==> config.mk <==
export PLATFORM = sky130hd
export DESIGN_NAME = legv8_alu_sequencer_flat
export DESIGN_NICKNAME = d
export VERILOG_FILES = /design/src/rtl/legv8_pkg.sv /design/src/rtl/legv8_alu_sequencer_if.sv /design/src/rtl/legv8_opcode_decode.sv /design/src/rtl/legv8_alu_sequencer.sv /design/src/flat_wrapper.sv
export SDC_FILE = /design/constraint.sdc
export NUM_CORES = 1
export LEC_CHECK = 0
export BUFFER_PORTS_ARGS = -buffer_cell sky130_fd_sc_hd__buf_2
export CAP_MARGIN = 20
export CORE_ASPECT_RATIO = 1.5
export CORE_UTILIZATION = 50
export CTS_BUF_LIST = sky130_fd_sc_hd__clkbuf_4 sky130_fd_sc_hd__clkbuf_8 sky130_fd_sc_hd__clkbuf_16
export CTS_CLUSTER_SIZE = 40
export DETAILED_ROUTE_END_ITERATION = 8
export PLACE_DENSITY = 0.78
export SLEW_MARGIN = 20
export SYNTH_ARGS = -nofsm -noshare
export SYNTH_HDL_FRONTEND = slang
export SYNTH_HIERARCHICAL = 1
export SYNTH_SLANG_ARGS = --single-unit
==> constraint.sdc <==
create_clock -name clk -period 3.1 [get_ports clk]
set_input_delay 0.155 -clock clk [delete_from_list [all_inputs] [get_ports clk]]
set_output_delay 0.155 -clock clk [all_outputs]
set_load 0.01 [all_outputs]
==> src/rtl/legv8_pkg.sv <==
// Shared types and constants for the LEGv8 ALU control sequencer.
// Each opcode is a mask/match pair over the full 32-bit instruction word.
package legv8_pkg;

    localparam int unsigned AluOpW = 4;

    localparam logic [AluOpW-1:0] AluIdle  = 4'd0;
    localparam logic [AluOpW-1:0] AluAnd   = 4'd1;
    localparam logic [AluOpW-1:0] AluOrr   = 4'd2;
    localparam logic [AluOpW-1:0] AluNotA  = 4'd3;
    localparam logic [AluOpW-1:0] AluPassA = 4'd4;
    localparam logic [AluOpW-1:0] AluPassB = 4'd5;
    localparam logic [AluOpW-1:0] AluAdd   = 4'd6;
    localparam logic [AluOpW-1:0] AluSub   = 4'd7;
    localparam logic [AluOpW-1:0] AluMovk  = 4'd8;

    // Field masks: [31:21], [31:23], [31:24], [31:26]
    localparam logic [31:0] Mask11 = 32'hFFE0_0000;
    localparam logic [31:0] Mask9  = 32'hFF80_0000;
    localparam logic [31:0] Mask8  = 32'hFF00_0000;
    localparam logic [31:0] Mask6  = 32'hFC00_0000;

    localparam logic [31:0] OpAdd  = {11'b10001011000, 21'd0};
    localparam logic [31:0] OpSub  = {11'b11001011000, 21'd0};
    localparam logic [31:0] OpAnd  = {11'b10001010000, 21'd0};
    localparam logic [31:0] OpOrr  = {11'b10101010000, 21'd0};
    localparam logic [31:0] OpMovk = {9'b111100101, 23'd0};
    localparam logic [31:0] OpLdur = {11'b11111000010, 21'd0};
    localparam logic [31:0] OpStur = {11'b11111000000, 21'd0};
    localparam logic [31:0] OpCbz  = {8'b10110100, 24'd0};
    localparam logic [31:0] OpB    = {6'b000101, 26'd0};

    typedef enum logic [2:0] {
        ClsR,
        ClsLoad,
        ClsStore,
        ClsCbz,
        ClsB,
        ClsIllegal
    } instr_class_e;

    typedef enum logic [2:0] {
        StIdle,
        StDecode,
        StExec,
        StMem,
        StWb,
        StDone
    } state_e;

    function automatic logic op_match(logic [31:0] instr, logic [31:0] mask, logic [31:0] match);
        return (instr & mask) == match;
    endfunction

endpackage

==> src/rtl/legv8_alu_sequencer_if.sv <==
// Instruction, ALU-control and memory handshake bundle of the sequencer.
// master = sequencer side, slave = datapath/memory/fetch side.
interface legv8_alu_sequencer_if #(
    parameter int unsigned ALUOP_W = 4
);
    logic [31:0]        instruction;
    logic               instr_valid;
    logic               instr_ready;
    logic [ALUOP_W-1:0] ALUop;
    logic               alu_src_imm;
    logic               zero;
    logic               mem_read;
    logic               mem_write;
    logic               mem_ready;
    logic               mem_to_reg;
    logic               reg_write;
    logic               pc_branch;
    logic               done;
    logic               illegal;

    modport master (
        input  instruction, instr_valid, zero, mem_ready,
        output instr_ready, ALUop, alu_src_imm, mem_read, mem_write, mem_to_reg,
               reg_write, pc_branch, done, illegal
    );

    modport slave (
        output instruction, instr_valid, zero, mem_ready,
        input  instr_ready, ALUop, alu_src_imm, mem_read, mem_write, mem_to_reg,
               reg_write, pc_branch, done, illegal
    );
endinterface

==> src/rtl/legv8_opcode_decode.sv <==
// Combinational opcode decoder: instruction word to class, ALUop and operand select.
module legv8_opcode_decode
    import legv8_pkg::*;
(
    input  logic [31:0]       instruction_i,
    output instr_class_e      cls_o,
    output logic [AluOpW-1:0] aluop_o,
    output logic              alu_src_imm_o,
    output logic              illegal_o
);

    always_comb begin
        cls_o         = ClsIllegal;
        aluop_o       = AluIdle;
        alu_src_imm_o = 1'b0;
        if (op_match(instruction_i, Mask11, OpAdd)) begin
            cls_o   = ClsR;
            aluop_o = AluAdd;
        end else if (op_match(instruction_i, Mask11, OpSub)) begin
            cls_o   = ClsR;
            aluop_o = AluSub;
        end else if (op_match(instruction_i, Mask11, OpAnd)) begin
            cls_o   = ClsR;
            aluop_o = AluAnd;
        end else if (op_match(instruction_i, Mask11, OpOrr)) begin
            cls_o   = ClsR;
            aluop_o = AluOrr;
        end else if (op_match(instruction_i, Mask9, OpMovk)) begin
            cls_o   = ClsR;
            aluop_o = AluMovk;
        end else if (op_match(instruction_i, Mask11, OpLdur)) begin
            cls_o         = ClsLoad;
            aluop_o       = AluAdd;
            alu_src_imm_o = 1'b1;
        end else if (op_match(instruction_i, Mask11, OpStur)) begin
            cls_o         = ClsStore;
            aluop_o       = AluAdd;
            alu_src_imm_o = 1'b1;
        end else if (op_match(instruction_i, Mask8, OpCbz)) begin
            cls_o   = ClsCbz;
            aluop_o = AluPassB;
        end else if (op_match(instruction_i, Mask6, OpB)) begin
            cls_o   = ClsB;
            aluop_o = AluIdle;
        end
    end

    assign illegal_o = (cls_o == ClsIllegal);

endmodule

==> src/rtl/legv8_alu_sequencer.sv <==
// Multi-cycle LEGv8 control sequencer: one instruction per handshake, Moore outputs,
// memory accesses stall on mem_ready.
module legv8_alu_sequencer
    import legv8_pkg::*;
#(
    parameter int unsigned ALUOP_W = 4
) (
    input  logic                  clk,
    input  logic                  rst_n,
    legv8_alu_sequencer_if.master bus_io
);

    state_e             state_q, state_d;
    logic [31:0]        instr_q, instr_d;
    instr_class_e       cls_q, cls_d;
    logic [ALUOP_W-1:0] aluop_q, aluop_d;
    logic               imm_q, imm_d;
    logic               zero_q, zero_d;

    instr_class_e       dec_cls;
    logic [AluOpW-1:0]  dec_aluop;
    logic               dec_imm;
    logic               dec_illegal;

    logic               instr_ready;
    logic [ALUOP_W-1:0] aluop_out;
    logic               imm_out;
    logic               mem_read;
    logic               mem_write;
    logic               mem_to_reg;
    logic               reg_write;
    logic               pc_branch;
    logic               done;
    logic               illegal;

    legv8_opcode_decode u_decode (
        .instruction_i (instr_q),
        .cls_o         (dec_cls),
        .aluop_o       (dec_aluop),
        .alu_src_imm_o (dec_imm),
        .illegal_o     (dec_illegal)
    );

    always_ff @(posedge clk or negedge rst_n) begin
        if (!rst_n) begin
            state_q <= StIdle;
            instr_q <= '0;
            cls_q   <= ClsIllegal;
            aluop_q <= '0;
            imm_q   <= 1'b0;
            zero_q  <= 1'b0;
        end else begin
            state_q <= state_d;
            instr_q <= instr_d;
            cls_q   <= cls_d;
            aluop_q <= aluop_d;
            imm_q   <= imm_d;
            zero_q  <= zero_d;
        end
    end

    always_comb begin
        state_d     = state_q;
        instr_d     = instr_q;
        cls_d       = cls_q;
        aluop_d     = aluop_q;
        imm_d       = imm_q;
        zero_d      = zero_q;
        instr_ready = 1'b0;
        aluop_out   = '0;
        imm_out     = 1'b0;
        mem_read    = 1'b0;
        mem_write   = 1'b0;
        mem_to_reg  = 1'b0;
        reg_write   = 1'b0;
        pc_branch   = 1'b0;
        done        = 1'b0;
        illegal     = 1'b0;
        unique case (state_q)
            StIdle: begin
                instr_ready = 1'b1;
                if (bus_io.instr_valid) begin
                    instr_d = bus_io.instruction;
                    state_d = StDecode;
                end
            end
            StDecode: begin
                cls_d   = dec_cls;
                aluop_d = ALUOP_W'(dec_aluop);
                imm_d   = dec_imm;
                state_d = dec_illegal ? StDone : StExec;
            end
            StExec: begin
                aluop_out = aluop_q;
                imm_out   = imm_q;
                zero_d    = bus_io.zero;
                case (cls_q)
                    ClsR:              state_d = StWb;
                    ClsLoad, ClsStore: state_d = StMem;
                    default:           state_d = StDone;
                endcase
            end
            StMem: begin
                // Address operands held stable until the memory accepts
                aluop_out  = aluop_q;
                imm_out    = imm_q;
                mem_read   = (cls_q == ClsLoad);
                mem_write  = (cls_q == ClsStore);
                mem_to_reg = (cls_q == ClsLoad);
                if (bus_io.mem_ready) begin
                    state_d = (cls_q == ClsLoad) ? StWb : StDone;
                end
            end
            StWb: begin
                reg_write  = 1'b1;
                mem_to_reg = (cls_q == ClsLoad);
                state_d    = StDone;
            end
            StDone: begin
                done      = 1'b1;
                pc_branch = (cls_q == ClsB) || ((cls_q == ClsCbz) && zero_q);
                illegal   = (cls_q == ClsIllegal);
                state_d   = StIdle;
            end
            default: state_d = StIdle;
        endcase
    end

    assign bus_io.instr_ready = instr_ready;
    assign bus_io.ALUop       = aluop_out;
    assign bus_io.alu_src_imm = imm_out;
    assign bus_io.mem_read    = mem_read;
    assign bus_io.mem_write   = mem_write;
    assign bus_io.mem_to_reg  = mem_to_reg;
    assign bus_io.reg_write   = reg_write;
    assign bus_io.pc_branch   = pc_branch;
    assign bus_io.done        = done;
    assign bus_io.illegal     = illegal;

endmodule

==> src/flat_wrapper.sv <==
// flat-port wrapper written by rule: the top's interface ports become plain ports
module legv8_alu_sequencer_flat import legv8_pkg::*;
#(
    parameter int unsigned ALUOP_W = 4
)
  (clk, rst_n, bus_io_instruction, bus_io_instr_valid, bus_io_zero, bus_io_mem_ready, bus_io_instr_ready, bus_io_ALUop, bus_io_alu_src_imm, bus_io_mem_read, bus_io_mem_write, bus_io_mem_to_reg, bus_io_reg_write, bus_io_pc_branch, bus_io_done, bus_io_illegal);
  legv8_alu_sequencer_if #(.ALUOP_W(ALUOP_W)) bus_io_i ();
  input  logic clk;
  input  logic rst_n;
  input wire logic [$bits(bus_io_i.instruction)-1:0] bus_io_instruction;
  input wire logic [$bits(bus_io_i.instr_valid)-1:0] bus_io_instr_valid;
  input wire logic [$bits(bus_io_i.zero)-1:0] bus_io_zero;
  input wire logic [$bits(bus_io_i.mem_ready)-1:0] bus_io_mem_ready;
  output wire logic [$bits(bus_io_i.instr_ready)-1:0] bus_io_instr_ready;
  output wire logic [$bits(bus_io_i.ALUop)-1:0] bus_io_ALUop;
  output wire logic [$bits(bus_io_i.alu_src_imm)-1:0] bus_io_alu_src_imm;
  output wire logic [$bits(bus_io_i.mem_read)-1:0] bus_io_mem_read;
  output wire logic [$bits(bus_io_i.mem_write)-1:0] bus_io_mem_write;
  output wire logic [$bits(bus_io_i.mem_to_reg)-1:0] bus_io_mem_to_reg;
  output wire logic [$bits(bus_io_i.reg_write)-1:0] bus_io_reg_write;
  output wire logic [$bits(bus_io_i.pc_branch)-1:0] bus_io_pc_branch;
  output wire logic [$bits(bus_io_i.done)-1:0] bus_io_done;
  output wire logic [$bits(bus_io_i.illegal)-1:0] bus_io_illegal;
  assign bus_io_i.instruction = bus_io_instruction;
  assign bus_io_i.instr_valid = bus_io_instr_valid;
  assign bus_io_i.zero = bus_io_zero;
  assign bus_io_i.mem_ready = bus_io_mem_ready;
  assign bus_io_instr_ready = bus_io_i.instr_ready;
  assign bus_io_ALUop = bus_io_i.ALUop;
  assign bus_io_alu_src_imm = bus_io_i.alu_src_imm;
  assign bus_io_mem_read = bus_io_i.mem_read;
  assign bus_io_mem_write = bus_io_i.mem_write;
  assign bus_io_mem_to_reg = bus_io_i.mem_to_reg;
  assign bus_io_reg_write = bus_io_i.reg_write;
  assign bus_io_pc_branch = bus_io_i.pc_branch;
  assign bus_io_done = bus_io_i.done;
  assign bus_io_illegal = bus_io_i.illegal;
  legv8_alu_sequencer #(.ALUOP_W(ALUOP_W)) u_core (.clk(clk), .rst_n(rst_n), .bus_io(bus_io_i));
endmodule
# Word level (Yosys, flattened, before mapping)
# Index checks and enable logic that the tools add are counted.
word_totals:
  elab_cells: 77
  output_inout_bits: 13
  reg_bits: 44
  in_bits: 37
classes:
  n_reduce_logical: 9
  eq_ne: 22
  n_mux: 40
ops:
  columns: ["cell", "n"]
  rows:
  - ["$eq A11 B11 Y1 const B", 6]
  - ["$mux W3", 14]
  - ["$mux W4", 6]
  - ["$mux W1", 18]
  - ["$eq A3 B3 Y1 const B", 5]
  - ["$pmux W3 S5", 1]
  - ["$eq A3 B2 Y1 const B", 4]
  - ["$eq A9 B9 Y1 const B", 1]
  - ["$eq A8 B8 Y1 const B", 1]
  - ["$eq A3 B1 Y1 const B", 2]
  - ["$eq A6 B3 Y1 const B", 1]
  - ["$logic_not A3 Y1", 2]
  - ["$pmux W3 S2", 1]
  - ["$reduce_or A2 Y1", 3]
  - ["$ne A2 B2 Y1 const B", 2]
  - ["$reduce_and A2 Y1", 2]
  - ["$logic_and A1 B1 Y1", 1]
  - ["$logic_or A1 B1 Y1", 1]

# Depth between registers and ports, before layout
# Gate-level depths: netlist of the first run.
logic_depth:
  word_depth: 13
  ltp_mapped: 7
  ltp_nobuf: 7

# Hierarchy
# Netlist of the first run, hierarchy kept.
by_module_without_submodules:
  columns: ["mod", "cells_each", "instances", "seq_area_each_um2", "area_per_inst_um2"]
  rows:
  - ["legv8_alu_sequencer", 141, 1, 1103.6, 2090.8]
  - ["legv8_opcode_decode", 28, 1, 0.0, 201.4]

# Worst setup path before layout of the first run
# No wires, ideal clock.
synth_timing:
  path_type: "reg2reg"
  from: "register u_core.instr_q[23]"
  to: "register u_core.state_q[0]"
  arrival_ns: 1.737
  setup_slack_ns: 1.240
  setup_time_ns: 0.123
  period_less_slack_ns: 1.860
  t_required_ns: 2.977
  path_buffers: 0
  path_stages_with_launch: 8
  cell_sequence: "dfrtp_1 > nor4b_2 > or4b_4 > nand2_2 > nor3_1 > nor2b_1 > nor2_1 > o221a_1"
synth_between:
  elab_chain_len: 11
  word_cells_on_any_way: 17
  cone_classes: "8 x eq/ne; 9 x mux"
synth_lines:
  columns: ["item", "line_no", "source"]
  rows:
  - ["start: declaration", "legv8_alu_sequencer.sv:14", "logic [31:0] instr_q, instr_d;"]
  - ["start signal: assignment", "legv8_alu_sequencer.sv:54", "instr_q <= instr_d;"]
  - ["$eq A11 B11 Y1", "legv8_pkg.sv:52", "return (instr & mask) == match;"]
  - ["$mux W3", "legv8_opcode_decode.sv:35", "end else if (op_match(instruction_i, Mask11, OpStur)) begin"]
  - ["$mux W3", "legv8_opcode_decode.sv:31", "end else if (op_match(instruction_i, Mask11, OpLdur)) begin"]
  - ["$mux W3", "legv8_opcode_decode.sv:28", "end else if (op_match(instruction_i, Mask9, OpMovk)) begin"]
  - ["$mux W3", "legv8_opcode_decode.sv:25", "end else if (op_match(instruction_i, Mask11, OpOrr)) begin"]
  - ["$mux W3", "legv8_opcode_decode.sv:22", "end else if (op_match(instruction_i, Mask11, OpAnd)) begin"]
  - ["$mux W3", "legv8_opcode_decode.sv:19", "end else if (op_match(instruction_i, Mask11, OpSub)) begin"]
  - ["$mux W3 *", "legv8_opcode_decode.sv:16", "if (op_match(instruction_i, Mask11, OpAdd)) begin"]
  - ["$eq A3 B3 Y1 *", "legv8_opcode_decode.sv:48", "assign illegal_o = (cls_o == ClsIllegal);"]
  - ["net u_core.dec_illegal", "legv8_alu_sequencer.sv:23", "logic dec_illegal;"]
  - ["$mux W3 *", "legv8_alu_sequencer.sv:91", "state_d = dec_illegal ? StDone : StExec;"]
  - ["$pmux W3 S5 *", "legv8_alu_sequencer.sv:79", "unique case (state_q)"]
  - ["end signal: assignment", "legv8_alu_sequencer.sv:46", "state_q <= StIdle;"]
  - ["end signal: assignment", "legv8_alu_sequencer.sv:53", "state_q <= state_d;"]
  - ["end: declaration", "legv8_alu_sequencer.sv:13", "state_e state_q, state_d;"]
# The timed path passes the listed nets; every way through them passes the cells marked *.
# A chain may end at the register's enable or synchronous reset.

# Worst setup path after layout of the first run
# Same ends and word-level chain as after synthesis.

==> results.sh, run 1 <==
export IMPL_outcome="complete, no violations"
export IMPL_yosys_warnings=6
export IMPL_r2r_slack_ns=1.00
export IMPL_start_util=0.532
export IMPL_endpoint_kind="register"
export IMPL_synthToLayoutAreaGrowth_pct=11.1
export IMPL_setup_ws_ns=1.00
export IMPL_drtAntennaViolNets=0
export IMPL_grt_max_degree=24
export IMPL_numCtsBuffers=3
export IMPL_max_freq_mhz=477
export IMPL_finalCritPeriodShare=0.676
export IMPL_cp_data_required_time_ns=3.26
export IMPL_vias=1024
export IMPL_final_hold_viol_count=0
export IMPL_io_buffer_count=28
export IMPL_grt_usage=0.206
export IMPL_wl_per_cell_um=14.3
export IMPL_drc=0
export IMPL_leakage_nw=0.750
export IMPL_clk_latency_ns=0.27
export IMPL_arrival_ns=2.26
export IMPL_first_global_vias=1002
export IMPL_syn_instance_count=126
export IMPL_setup_viol=0
export IMPL_synth_fp_nets=163
export IMPL_period_minus_slack_ns=2.10
export IMPL_final_core_util=0.591
export IMPL_post_cts_setup_buffer_count=0
export IMPL_antenna_found_initial=0
export IMPL_tritoncts="done"
export IMPL_gp_congestion=0.840
export IMPL_p_per_area_nw_per_um2=790
export IMPL_setup_tns_ns=0
export IMPL_rr_startpoint="u_core/instr_q[23]"
export IMPL_min_to="u_core/instr_q[21]"
export IMPL_die_height_um=67.7
export IMPL_nets=188
export IMPL_final_hold_worst_slack_ns=0.112
export IMPL_path_class="register to register"
export IMPL_netlist_area_um2=1440
export IMPL_worstMarginPinSlew_ns=0.682
export IMPL_drtPass1Iterations=4
export IMPL_grt_setup_unrepaired="no"
export IMPL_clock_path_buffers=2
export IMPL_hold_class="primary input to register"
export IMPL_slew_violations=0
export IMPL_worstHoldStart="bus_io_instruction[21]"
export IMPL_n_fill_cell=258
export IMPL_irDropWorstVdd_uv=575
export IMPL_hpwl_um=2010
export IMPL_skew_ns=0.00420
export IMPL_hold_depth=2
export IMPL_layout_drive_gt1_share=0.413
export IMPL_max_cap_violations=0
export IMPL_relSlewSlack=0.545
export IMPL_grt_first_pass_wirelength_um=4480
export IMPL_cts_sinks=23
export IMPL_cts_root_buf="clkbuf_8"
export IMPL_chipWidth_um=45.8
export IMPL_overflow=0
export IMPL_reg2reg_to="u_core/state_q[0]"
export IMPL_r2r_cells=7
export IMPL_rows=23
export IMPL_io_pins=50
export IMPL_die_area_um2=3100
export IMPL_n_antenna_cell=0
export IMPL_start_kind="register"
export IMPL_core_um2=2710
export IMPL_cts_clk_slew_worst_paths_ns=0.08
export IMPL_viasPerCell=5.48
export IMPL_syn_area_per_cell_um2=11.4
export IMPL_cp_max_fo=6
export IMPL_place_ws_ns=1.06
export IMPL_routed_wl_um=2670
export IMPL_drt_iter0_drc=25
export IMPL_htree_levels=1
-- placed cells by master, fill, tap and decap left out, types with 4 or more instances in the layout --
cell type	instances
and2_1	6
buf_2	28
dfrtp_1	21
mux2_2	9
mux2_4	11
nand2_1	5
nand2b_1	5
nor2_1	4
nor3_1	6
-- flip-flops by register name, summed over array words and instances (netlist names) --
name and count:
u_core/aluop_q 4, u_core/cls_q 3, u_core/imm_q 1, u_core/instr_q 11, u_core/state_q 3, u_core/zero_q 1
-- area by class of cell --
type                    instances  area [um^2]  share of cell area
repair buffers                 29          150              0.0939
inverters                       3         11.3             0.00704
multi-input cells              91          767               0.480
clock buffers                   3         41.3              0.0258
well taps                      37         46.3              0.0290
clock inverters                 1         5.00             0.00313
flip-flops and latches         23          578               0.362
-- where the power goes --
| group | leakage [nW] | total [W] | internal [W] | switching [W] |
|---|---|---|---|---|
| logic | 0.441 | 0.000501 | 0.000308 | 0.000194 |
| registers | 0.284 | 0.000574 | 0.000409 | 0.000165 |
| clock network | 0.0255 | 0.000188 | 0.0000898 | 0.0000981 |
-- per-stage QoR --
step	cell area [um^2]	total power, W	instances
after floorplan	1440	0.00100	126
after global placement	1540	0.00105	182
after detailed placement	1540	0.00108	182
after CTS	1600	0.00127	187
after global routing	1600	0.00135	187
final	1600	0.00126	187
-- critical path: stages, from the launching register on --
cell and delay (ns):
dfrtp_1 0.41, nor4b_2 0.33, or4b_4 0.56, nand2_2 0.09
nor3_1 0.08, nor2b_1 0.21, nor2_1 0.07, o221a_1 0.23
-- worst max path at each step --
| stage | endpoint | from |
|---|---|---|
| after floorplan | u_core/state_q[0] | u_core/instr_q[23] |
| after global placement | u_core/state_q[0] | u_core/instr_q[23] |
| after detailed placement | u_core/state_q[0] | u_core/instr_q[23] |
| after CTS | u_core/state_q[0] | u_core/instr_q[23] |
| after global routing | u_core/state_q[0] | u_core/instr_q[23] |
| final | u_core/state_q[0] | u_core/instr_q[23] |
-- metal layers --
| metal | global-route usage | wire length [um] |
|---|---|---|
| met1 | 0.228 | 1100 |
| met2 | 0.357 | 1390 |
| met3 | 0.0321 | 97 |
| met4 | 0.121 | 77 |
| met5 | 0 | 0 |
-- repair_timing --
| item | in CTS | in global routing |
|---|---|---|
| hold buffers | 1 | 0 |
| hold endpoints to repair | 21 | 0 |
| resized for setup | 0 | 0 |
| setup endpoints to repair | 0 | 0 |
Note: power is estimated with default switching activity, not from simulation.
==> run 2, diff against run 1 <==
==> constraint.sdc (replaced) <==
create_clock -name clk -period 2.1 [get_ports clk]
set_input_delay 0.105 -clock clk [delete_from_list [all_inputs] [get_ports clk]]
set_output_delay 0.105 -clock clk [all_outputs]
set_load 0.01 [all_outputs]
==> run 2 against run 1 <==
Effect of this change:
- highest routed layer unchanged
- non-clock buffer count is 3 higher
- routed wire length is 3.4% lower
- critical path depth stayed put
- design area is 1.4% higher
- sequential share of layout area is 0.50 points lower
- cell count is 1.6% higher
==> results.sh, run 2 (same netlist as run 1, synthesis figures left out) <==
export IMPL_numCtsBuffers=3
export IMPL_clock_path_buffers=2
export IMPL_gp_congestion=0.818
export IMPL_ctsResizeCount=0
export IMPL_drtPass1Iterations=4
export IMPL_top_regs="u_core/instr_q (11), u_core/aluop_q (4)"
export IMPL_chipWidth_um=45.8
export IMPL_vias=1049
export IMPL_start_kind="register"
export IMPL_place_ws_ns=0.195
export IMPL_slew_violations=0
export IMPL_design_area_um2=1620
export IMPL_grt_setup_unrepaired="no"
export IMPL_worstMarginPinSlew_ns=0.497
export IMPL_p_per_area_nw_per_um2=1160
export IMPL_grt_usage=0.196
export IMPL_irDropWorstVdd_uv=638
export IMPL_core_um2=2710
export IMPL_hold_buffers=1
export IMPL_io_pins=50
export IMPL_tritoncts="done"
export IMPL_largest_reg_flops=11
export IMPL_final_common_cell="buf_2"
export IMPL_setup_viol=0
export IMPL_first_global_vias=970
export IMPL_path_class="register to register"
export IMPL_antenna_found_initial=0
export IMPL_viasPerCell=5.52
export IMPL_leakage_nw=0.764
export IMPL_final_core_util=0.599
export IMPL_die_area_um2=3100
export IMPL_cp_data_required_time_ns=2.26
export IMPL_hold_class="primary input to register"
export IMPL_multi_input_area_um2=767
export IMPL_overflow=0
export IMPL_routed_wl_um=2580
export IMPL_max_freq_mhz=507
export IMPL_final_cell_mix="28 x buf_2, 21 x dfrtp_1, 11 x mux2_4"
export IMPL_outcome="complete, no violations"
export IMPL_io_buffer_count=28
export IMPL_grt_first_pass_wirelength_um=4340
export IMPL_cp_max_fo=3
export IMPL_final_hold_viol_count=0
export IMPL_regMostFlops="u_core/instr_q"
export IMPL_seqCellArea_um2=578
export IMPL_cts_root_buf="clkbuf_8"
export IMPL_max_cap_violations=0
export IMPL_htree_levels=1
export IMPL_drtAntennaViolNets=0
export IMPL_drt_iter0_drc=12
export IMPL_setup_ws_ns=0.128
export IMPL_drc=0
export IMPL_skew_ns=0.00221
export IMPL_n_fill_cell=265
export IMPL_cts_sinks=23
export IMPL_final_hold_worst_slack_ns=0.0627
export IMPL_layout_drive_gt1_share=0.425
export IMPL_cts_clk_slew_worst_paths_ns=0.08
export IMPL_hpwl_um=1940
export IMPL_relSlewSlack=0.669
export IMPL_wl_per_cell_um=13.6
export IMPL_period_minus_slack_ns=1.97
export IMPL_synthToLayoutAreaGrowth_pct=12.7
export IMPL_n_antenna_cell=0
export IMPL_place_area_um2=1570
export IMPL_rows=23
export IMPL_clk_latency_ns=0.27
export IMPL_finalCritPeriodShare=0.939
export IMPL_setup_tns_ns=0
export IMPL_grt_max_degree=24
export IMPL_arrival_ns=2.13
export IMPL_die_height_um=67.7
export IMPL_start_util=0.532
export IMPL_post_cts_setup_buffer_count=0
export IMPL_endpoint_kind="register"
export IMPL_nets=191
==> run 2: final timing paths <==
check / start / endpoint / slack, ns / cells after the start
hold / removal: bus_io_instruction[21] / u_core/instr_q[21] / 0.06 / 2
min in group asynchronous: rst_n / u_core/state_q[0] / 0.33 / 2
setup / recovery: u_core/instr_q[23] / u_core/state_q[0] / 0.13 / 7
max in group asynchronous: rst_n / u_core/cls_q[0] / 1.41 / 2
setup reg to reg: u_core/instr_q[23] / u_core/state_q[0] / 0.13 / 7
hold reg to reg: u_core/aluop_q[3] / u_core/aluop_q[3] / 0.51 / 1
==> run 2: area by class of cell <==
class | instances | area share
multi-input cells | 91 | 0.473
flip-flops and latches | 23 | 0.356
repair buffers | 32 | 0.106
well taps | 37 | 0.0285
clock buffers | 3 | 0.0255
inverters | 3 | 0.00694
clock inverters | 1 | 0.00309
==> run 2: worst max-delay path: stages (launching register included) <==
cell and delay, ns:
dfrtp_1 0.41, nor4b_2 0.35, or4b_4 0.51, nand2_2 0.08, nor3_1 0.07, nor2b_1 0.15, nor2_1 0.06, o221a_1 0.23
==> run 2: power by group <==
part / total (W) / switching (W) / leakage [nW] / internal (W)
combinational: 0.000773 / 0.000302 / 0.455 / 0.000471
clock: 0.000274 / 0.000141 / 0.0255 / 0.000133
sequential: 0.000835 / 0.000231 / 0.284 / 0.000604
total: 0.00188 / 0.000673 / 0.764 / 0.00121
==> run 2: per-stage QoR <==
step | total power (W) | cells
final | 0.00188 | 190
after global routing | 0.00201 | 190
after detailed placement | 0.00161 | 185
after CTS | 0.00190 | 190
after floorplan | 0.00148 | 126
after global placement | 0.00157 | 185
==> run 2: per-layer routing <==
metal / up-vias / global-route usage / share of wire
li1: 508 / - / -
met1: 512 / 0.227 / 0.42
met2: 24 / 0.341 / 0.53
met3: 5 / 0.0241 / 0.030
met4: 0 / 0.0993 / 0.021
met5: - / 0 / 0
